--- src/rtl/efuse_ctrl_nbit.sv ---
// Serial eFuse controller for CSB/PGM/SCLK fuse macros. It sequences the 2.5 V
// power switch, burns or reads NBITS fuses LSB first, and supports abort.
module efuse_ctrl_nbit #(
    parameter int NBITS      = 32,
    parameter int TCKHP_W    = 4,
    parameter int PWR_SETTLE = 8
) (
    input  logic               clk,
    input  logic               rst,
    input  logic               start,
    input  logic               abort,
    input  logic [1:0]         mode,
    input  logic [TCKHP_W-1:0] TCKHP,
    input  logic [NBITS-1:0]   prog,
    input  logic               dout,
    output logic               sw_en,
    output logic               sw_rampena,
    output logic               sw_short,
    output logic               CSB,
    output logic               PGM,
    output logic               SCLK,
    output logic               busy,
    output logic               done,
    output logic               err,
    output logic [NBITS-1:0]   rdata
);

    localparam int BW = $clog2(NBITS);
    localparam int SW = (PWR_SETTLE > 1) ? $clog2(PWR_SETTLE) : 1;
    localparam logic [BW-1:0] BIT_LAST    = BW'(NBITS - 1);
    localparam logic [SW-1:0] SETTLE_LAST = SW'(PWR_SETTLE - 1);
    localparam logic [1:0]    MODE_PROG   = 2'b01;
    localparam logic [1:0]    MODE_READ   = 2'b10;

    typedef enum logic [3:0] {
        S_IDLE, S_PWR_EN, S_PWR_RAMP, S_CS_SETUP, S_BIT_HI,
        S_BIT_LO, S_CS_HOLD, S_PWR_RDN, S_PWR_OFF, S_DONE
    } state_t;

    state_t             state_q, state_d;
    logic [1:0]         mode_q, mode_d;
    logic               start_q, start_d;
    logic [BW-1:0]      bit_q, bit_d;
    logic [SW-1:0]      cnt_q, cnt_d;
    logic [TCKHP_W-1:0] hi_q, hi_d, hi_last;
    logic               err_q, err_d;
    logic [NBITS-1:0]   rdata_q, rdata_d;
    logic [NBITS-1:0]   prog_q, prog_d;
    logic [NBITS-1:0]   shift_q, shift_d;
    logic [TCKHP_W-1:0] tckhp_q, tckhp_d;
    logic               csb_q, csb_d, pgm_q, pgm_d, sclk_q, sclk_d;
    logic               sw_en_q, sw_en_d, ramp_q, ramp_d, short_q, short_d;
    logic               busy_q, busy_d, done_q, done_d;
    logic               is_prog, is_prog_d, in_bits_d;

    assign is_prog = (mode_q == MODE_PROG);

    // Last high-counter value of the current bit: burned bits stretch to TCKHP.
    always_comb begin
        hi_last = '0;
        if (is_prog && prog_q[bit_q] && (tckhp_q != '0)) begin
            hi_last = tckhp_q - TCKHP_W'(1);
        end
    end

    // NOTE: every signal written here gets a default first, so no latch is inferred.
    always_comb begin
        state_d = state_q;
        mode_d  = mode_q;
        start_d = start;
        bit_d   = bit_q;
        cnt_d   = '0;
        hi_d    = '0;
        err_d   = err_q;
        rdata_d = rdata_q;
        prog_d  = prog_q;
        tckhp_d = tckhp_q;
        shift_d = shift_q;

        case (state_q)
            S_IDLE: begin
                if (start && !start_q) begin
                    mode_d  = mode;
                    prog_d  = prog;
                    tckhp_d = TCKHP;
                    bit_d   = '0;
                    err_d   = (mode != MODE_PROG) && (mode != MODE_READ);
                    if (mode == MODE_PROG) begin
                        state_d = S_PWR_EN;
                    end else if (mode == MODE_READ) begin
                        state_d = S_CS_SETUP;
                    end
                end
            end
            S_PWR_EN, S_PWR_RAMP, S_PWR_RDN, S_PWR_OFF: begin
                if (cnt_q == SETTLE_LAST) begin
                    case (state_q)
                        S_PWR_EN:   state_d = S_PWR_RAMP;
                        S_PWR_RAMP: state_d = S_CS_SETUP;
                        S_PWR_RDN:  state_d = S_PWR_OFF;
                        default:    state_d = S_DONE;
                    endcase
                end else begin
                    cnt_d = cnt_q + SW'(1);
                end
            end
            S_CS_SETUP: state_d = S_BIT_HI;
            S_BIT_HI: begin
                if (hi_q == hi_last) begin
                    state_d = S_BIT_LO;
                    if (!is_prog) begin
                        shift_d[bit_q] = dout;
                    end
                end else begin
                    hi_d = hi_q + TCKHP_W'(1);
                end
            end
            S_BIT_LO: begin
                if (bit_q == BIT_LAST) begin
                    bit_d   = '0;
                    state_d = S_CS_HOLD;
                end else begin
                    bit_d   = bit_q + BW'(1);
                    state_d = S_BIT_HI;
                end
            end
            S_CS_HOLD: begin
                if (is_prog) begin
                    state_d = S_PWR_RDN;
                end else begin
                    state_d = S_DONE;
                    rdata_d = shift_q;
                end
            end
            S_DONE:  state_d = S_IDLE;
            default: state_d = S_IDLE;
        endcase

        // Abort overrides normal sequencing; an ongoing power-down simply completes.
        if (abort && busy_q) begin
            err_d = 1'b1;
            bit_d = '0;
            hi_d  = '0;
            if (!is_prog) begin
                state_d = S_DONE;
                rdata_d = rdata_q;
            end else if ((state_q != S_PWR_RDN) && (state_q != S_PWR_OFF)) begin
                cnt_d   = '0;
                state_d = ramp_q ? S_PWR_RDN : S_PWR_OFF;
            end
        end
    end

    // Pins are registered from the next state so the fuse macro never sees decode glitches.
    always_comb begin
        is_prog_d = (mode_d == MODE_PROG);
        in_bits_d = (state_d == S_CS_SETUP) || (state_d == S_BIT_HI) || (state_d == S_BIT_LO);
        busy_d    = (state_d != S_IDLE) && (state_d != S_DONE);
        done_d    = (state_d == S_DONE);
        csb_d     = !in_bits_d;
        sclk_d    = (state_d == S_BIT_HI);
        pgm_d     = is_prog_d && in_bits_d;
        ramp_d    = is_prog_d && (in_bits_d || (state_d == S_PWR_RAMP) || (state_d == S_CS_HOLD));
        sw_en_d   = is_prog_d && (ramp_d || (state_d == S_PWR_EN) || (state_d == S_PWR_RDN));
        short_d   = !sw_en_d;
    end

    // NOTE: sequential state is updated only with non-blocking assignments.
    always_ff @(posedge clk or negedge rst) begin
        if (!rst) begin
            state_q <= S_IDLE;
            mode_q  <= 2'b00;
            start_q <= 1'b0;
            bit_q   <= '0;
            cnt_q   <= '0;
            hi_q    <= '0;
            err_q   <= 1'b0;
            rdata_q <= '0;
            csb_q   <= 1'b1;
            pgm_q   <= 1'b0;
            sclk_q  <= 1'b0;
            sw_en_q <= 1'b0;
            ramp_q  <= 1'b0;
            short_q <= 1'b1;
            busy_q  <= 1'b0;
            done_q  <= 1'b0;
        end else begin
            state_q <= state_d;
            mode_q  <= mode_d;
            start_q <= start_d;
            bit_q   <= bit_d;
            cnt_q   <= cnt_d;
            hi_q    <= hi_d;
            err_q   <= err_d;
            rdata_q <= rdata_d;
            csb_q   <= csb_d;
            pgm_q   <= pgm_d;
            sclk_q  <= sclk_d;
            sw_en_q <= sw_en_d;
            ramp_q  <= ramp_d;
            short_q <= short_d;
            busy_q  <= busy_d;
            done_q  <= done_d;
        end
    end

    // NOTE: pure datapath registers carry no reset; each is loaded before it is used.
    always_ff @(posedge clk) begin
        prog_q  <= prog_d;
        tckhp_q <= tckhp_d;
        shift_q <= shift_d;
    end

    assign sw_en      = sw_en_q;
    assign sw_rampena = ramp_q;
    assign sw_short   = short_q;
    assign CSB        = csb_q;
    assign PGM        = pgm_q;
    assign SCLK       = sclk_q;
    assign busy       = busy_q;
    assign done       = done_q;
    assign err        = err_q;
    assign rdata      = rdata_q;

endmodule
--- config.mk ---
export PLATFORM = sky130hd
export DESIGN_NAME = efuse_ctrl_nbit
export DESIGN_NICKNAME = d
export VERILOG_FILES = /design/src/rtl/efuse_ctrl_nbit.sv
export SDC_FILE = /design/constraint.sdc
export NUM_CORES = 1
export LEC_CHECK = 0
export ABC_AREA = 0
export CAP_MARGIN = 20
export CORE_ASPECT_RATIO = 1.75
export CORE_MARGIN = 3
export CORE_UTILIZATION = 60
export CTS_CLUSTER_SIZE = 14
export DETAILED_ROUTE_END_ITERATION = 7
export DONT_BUFFER_PORTS = 1
export PLACE_DENSITY = 0.76
export RECOVER_POWER = 100
export SYNTH_ARGS = -nofsm -noshare
export SYNTH_HDL_FRONTEND = slang
export SYNTH_SLANG_ARGS = --single-unit
--- constraint.sdc ---
create_clock -name clk -period 3.6 [get_ports clk]
set_input_delay 0.72 -clock clk [delete_from_list [all_inputs] [get_ports clk]]
set_output_delay 0.72 -clock clk [all_outputs]
set_load 0.01 [all_outputs]
==> impl_metrics.yaml <==
critical_path:
  r2r-start: "bit_q[1]"
  slowest_delay_ns: 0.63
  slowest_stage: "dfrtp_1"
  critPathTopFamily: "compound AO/OA/AOI/OAI gates"
  cp-startpoint: "bit_q[1]"
  cp_data_required_time_ns: 3.72
  arrival_ns: 3.23
  worstSetupPathDepth: 9
  path_class: "flip-flop to flip-flop"
  cp_cell_sequence: "buf_12 -> mux2i_1 -> a22oi_1 -> a21boi_0 -> a2111oi_4 -> a2111o_1 -> a211oi_2 -> nand2_1 -> nor2_1"
  crit_fanout: 14
  endpoint_kind: "flip-flop"
  rrSetupSlack_ns: 0.49
  reg2reg_to: "shift_q[25]"
  reg2reg_depth: 9
  crit_path_start_kind: "flip-flop"
  path_buf_inv: 1
job:
  maxCapViolations: 2
synth:
  synth_edf_count: 68
  avgSynthCellArea_um2: 13.3
  syn_inst: 410
  synth-seq-cells: 128
  synth-main-ff-cell: "edfxtp_1"
  postSynth.asyncResetShare_pct: 46.9
  yosysWarningCount: 0
  synth_fp_nets: 465
  syn_area_um2: 5440
  ys_seq_area_share_pct: 65.2
  ys_types: 46
  synth.largest_area_cell: "edfxtp_1"
  synth.top_cell.area_share_pct: 37.5
  synth_area_leaders: "edfxtp_1 (38%), dfrtp_1 (27%), mux2_2 (6.8%)"
layout:
  final_nets: 477
  post_layout_nonfiller_instances: 553
  syn_to_final_growth_pct: 12.1
  multi_input_area_um2: 1780
  drive_gt1_share_pct: 14.9
  nFillCells: 631
  final_common_cell: "edfxtp_1"
  register_area_um2: 3550
  layout_common_cells: "edfxtp_1 (68), dfrtp_1 (58), nor2_1 (51)"
status:
  status: "complete, but fails checks"
  violations: "max-capacitance violations, max-slew violations"
route:
  firstDrtPassIters: 5
  wl_mm: 10.2
  vias_per_cell: 5.83
  num_vias: 3226
  post-route-drc-count: 0
  ant_nets: 0
  drt_iter0_markers: 148
  post_drt_wl_per_cell_um: 18.5
sta:
  tightest_slew_ns: 2.54
  slew_headroom_pct: -69.5
  timing.final.crit_share_pct: 86.4
  hold_violations: 0
  post-route-min-period_ns: 3.11
  holdWs_ns: 0.146
  slew_viol_final: 92
  clock.fmax_mhz: 321
  tns_ns: 0
  fin_skew_ns: 0.00704
  rsz0062_at_grt: "no"
  setup-violations-final: 0
power_and_ir_drop:
  leakage_nw: 2.38
  p_per_area_nw_per_um2: 751
  ir_drop_v: 0.000521
clock_network:
  cts_buffer_depth: 2
  numCtsBuffers: 17
  htree_levels: 4
  clk_pin_slew_worst_paths_ns: 0.05
  clk_latency_ns: 0.42
  cts-root-buf: "clkbuf_16"
  cts_sinks: 128
  post_cts_buffers: 0
  cts_tree: "yes"
grt:
  grt_max_degree: 59
  grt_pass1_vias: 3354
  grt-ovfl-total: 0
  grt_pass1_wl_mm: 16.6
  grt_antenna_before_repair: 0
  track_usage_pct: 21.3
place:
  dp_cells: 519
  place_congestion: 0.892
  hpwl_mm: 6.97
  place.port_buffers: 0
die:
  num_rows: 45
  fp.dieArea_um2: 10300
  start_util_pct: 62.0
  pin_count: 84
  die_w_um: 78.0
  coreArea_um2: 8780
  fp.dieH_um: 132
hold_path:
  hold_path_class: "input port to asynchronous set/reset pin"
==> metrics by stage <==
step	worst slack [ns]	util [%]	total power [mW]	instance area, um^2
2_1_floorplan	1.04	-	2.84	5440
3_3_place_gp	0.621	63.3	3.01	5560
3_5_place_dp	0.554	63.3	3.06	5560
4_1_cts	0.528	69.9	4.63	6140
5_1_grt	0.208	69.4	4.80	6100
6_report	0.488	69.5	4.58	6100
==> report_power, final <==
group          total, mW  internal, mW  switching, mW
registers           2.17          1.84          0.325
logic              0.864         0.375          0.489
clock network       1.55         0.971          0.580
total               4.58          3.19           1.39
==> layer usage <==
layer	part of all wire (%)	vias to the layer above	track usage [%]	routed length, um
li1	-	1504	-	-
met1	36	1577	22.1	3640
met2	56	124	39.0	5760
met3	6.0	21	6.77	610
met4	2.2	0	8.66	221
met5	0	-	0	0
==> layout make-up <==
class	count	area share (%)
multi-input combinational	259	29.1
clock inverter	5	0.492
timing repair buffer	4	0.677
sequential	128	58.1
tap	117	2.40
inverter	12	0.738
clock buffer	27	8.43
antenna	1	0.0410
==> flip-flops by register name (all words and copies together) (netlist names), 2 cells and up <==
register,count
tckhp_q,4
mode_q,2
state_q,4
prog_q,32
cnt_q,3
hi_q,4
bit_q,5
rdata,32
shift_q,32
==> Yosys cell counts, types with 3 or more instances <==
cell	number
clkbuf_1	7
o21ai_0	12
a21oi_1	14
nand3_1	12
and3_1	4
edfxtp_1	68
nor3_1	5
mux2i_1	19
and2_1	6
mux2_2	33
xor2_1	3
xnor2_1	3
nor2_1	51
nor2b_1	12
a22oi_1	10
dfrtp_1	58
nand2_1	33
inv_1	11
ha_1	12
==> cell families after synthesis <==
logic type               count (synthesis)  synth area share [%]
flip-flops                             128                  65.2
AND/OR/NAND/NOR                        134                  11.2
adder cells (fa/ha/maj)                 12                  2.76
multiplexers                            52                  10.3
AO/OA/AOI/OAI                           54                  7.22
buffers and inverters                   23                  1.91
XOR/XNOR                                 7                  1.38
==> worst max-delay path by stage <==
stage,slack (ns),end
2_1_floorplan,1.04,busy
3_3_place_gp,0.62,busy
5_1_grt,0.21,CSB
6_report,0.49,shift_q[25]
3_5_place_dp,0.55,shift_q[25]
4_1_cts,0.53,busy
==> what timing repair did <==
action	in CTS	in global routing
hold buffers	1	0
hold endpoints to repair	58	0
gates resized for setup	0	0
No activity file was read; power rests on OpenSTA's default activity.
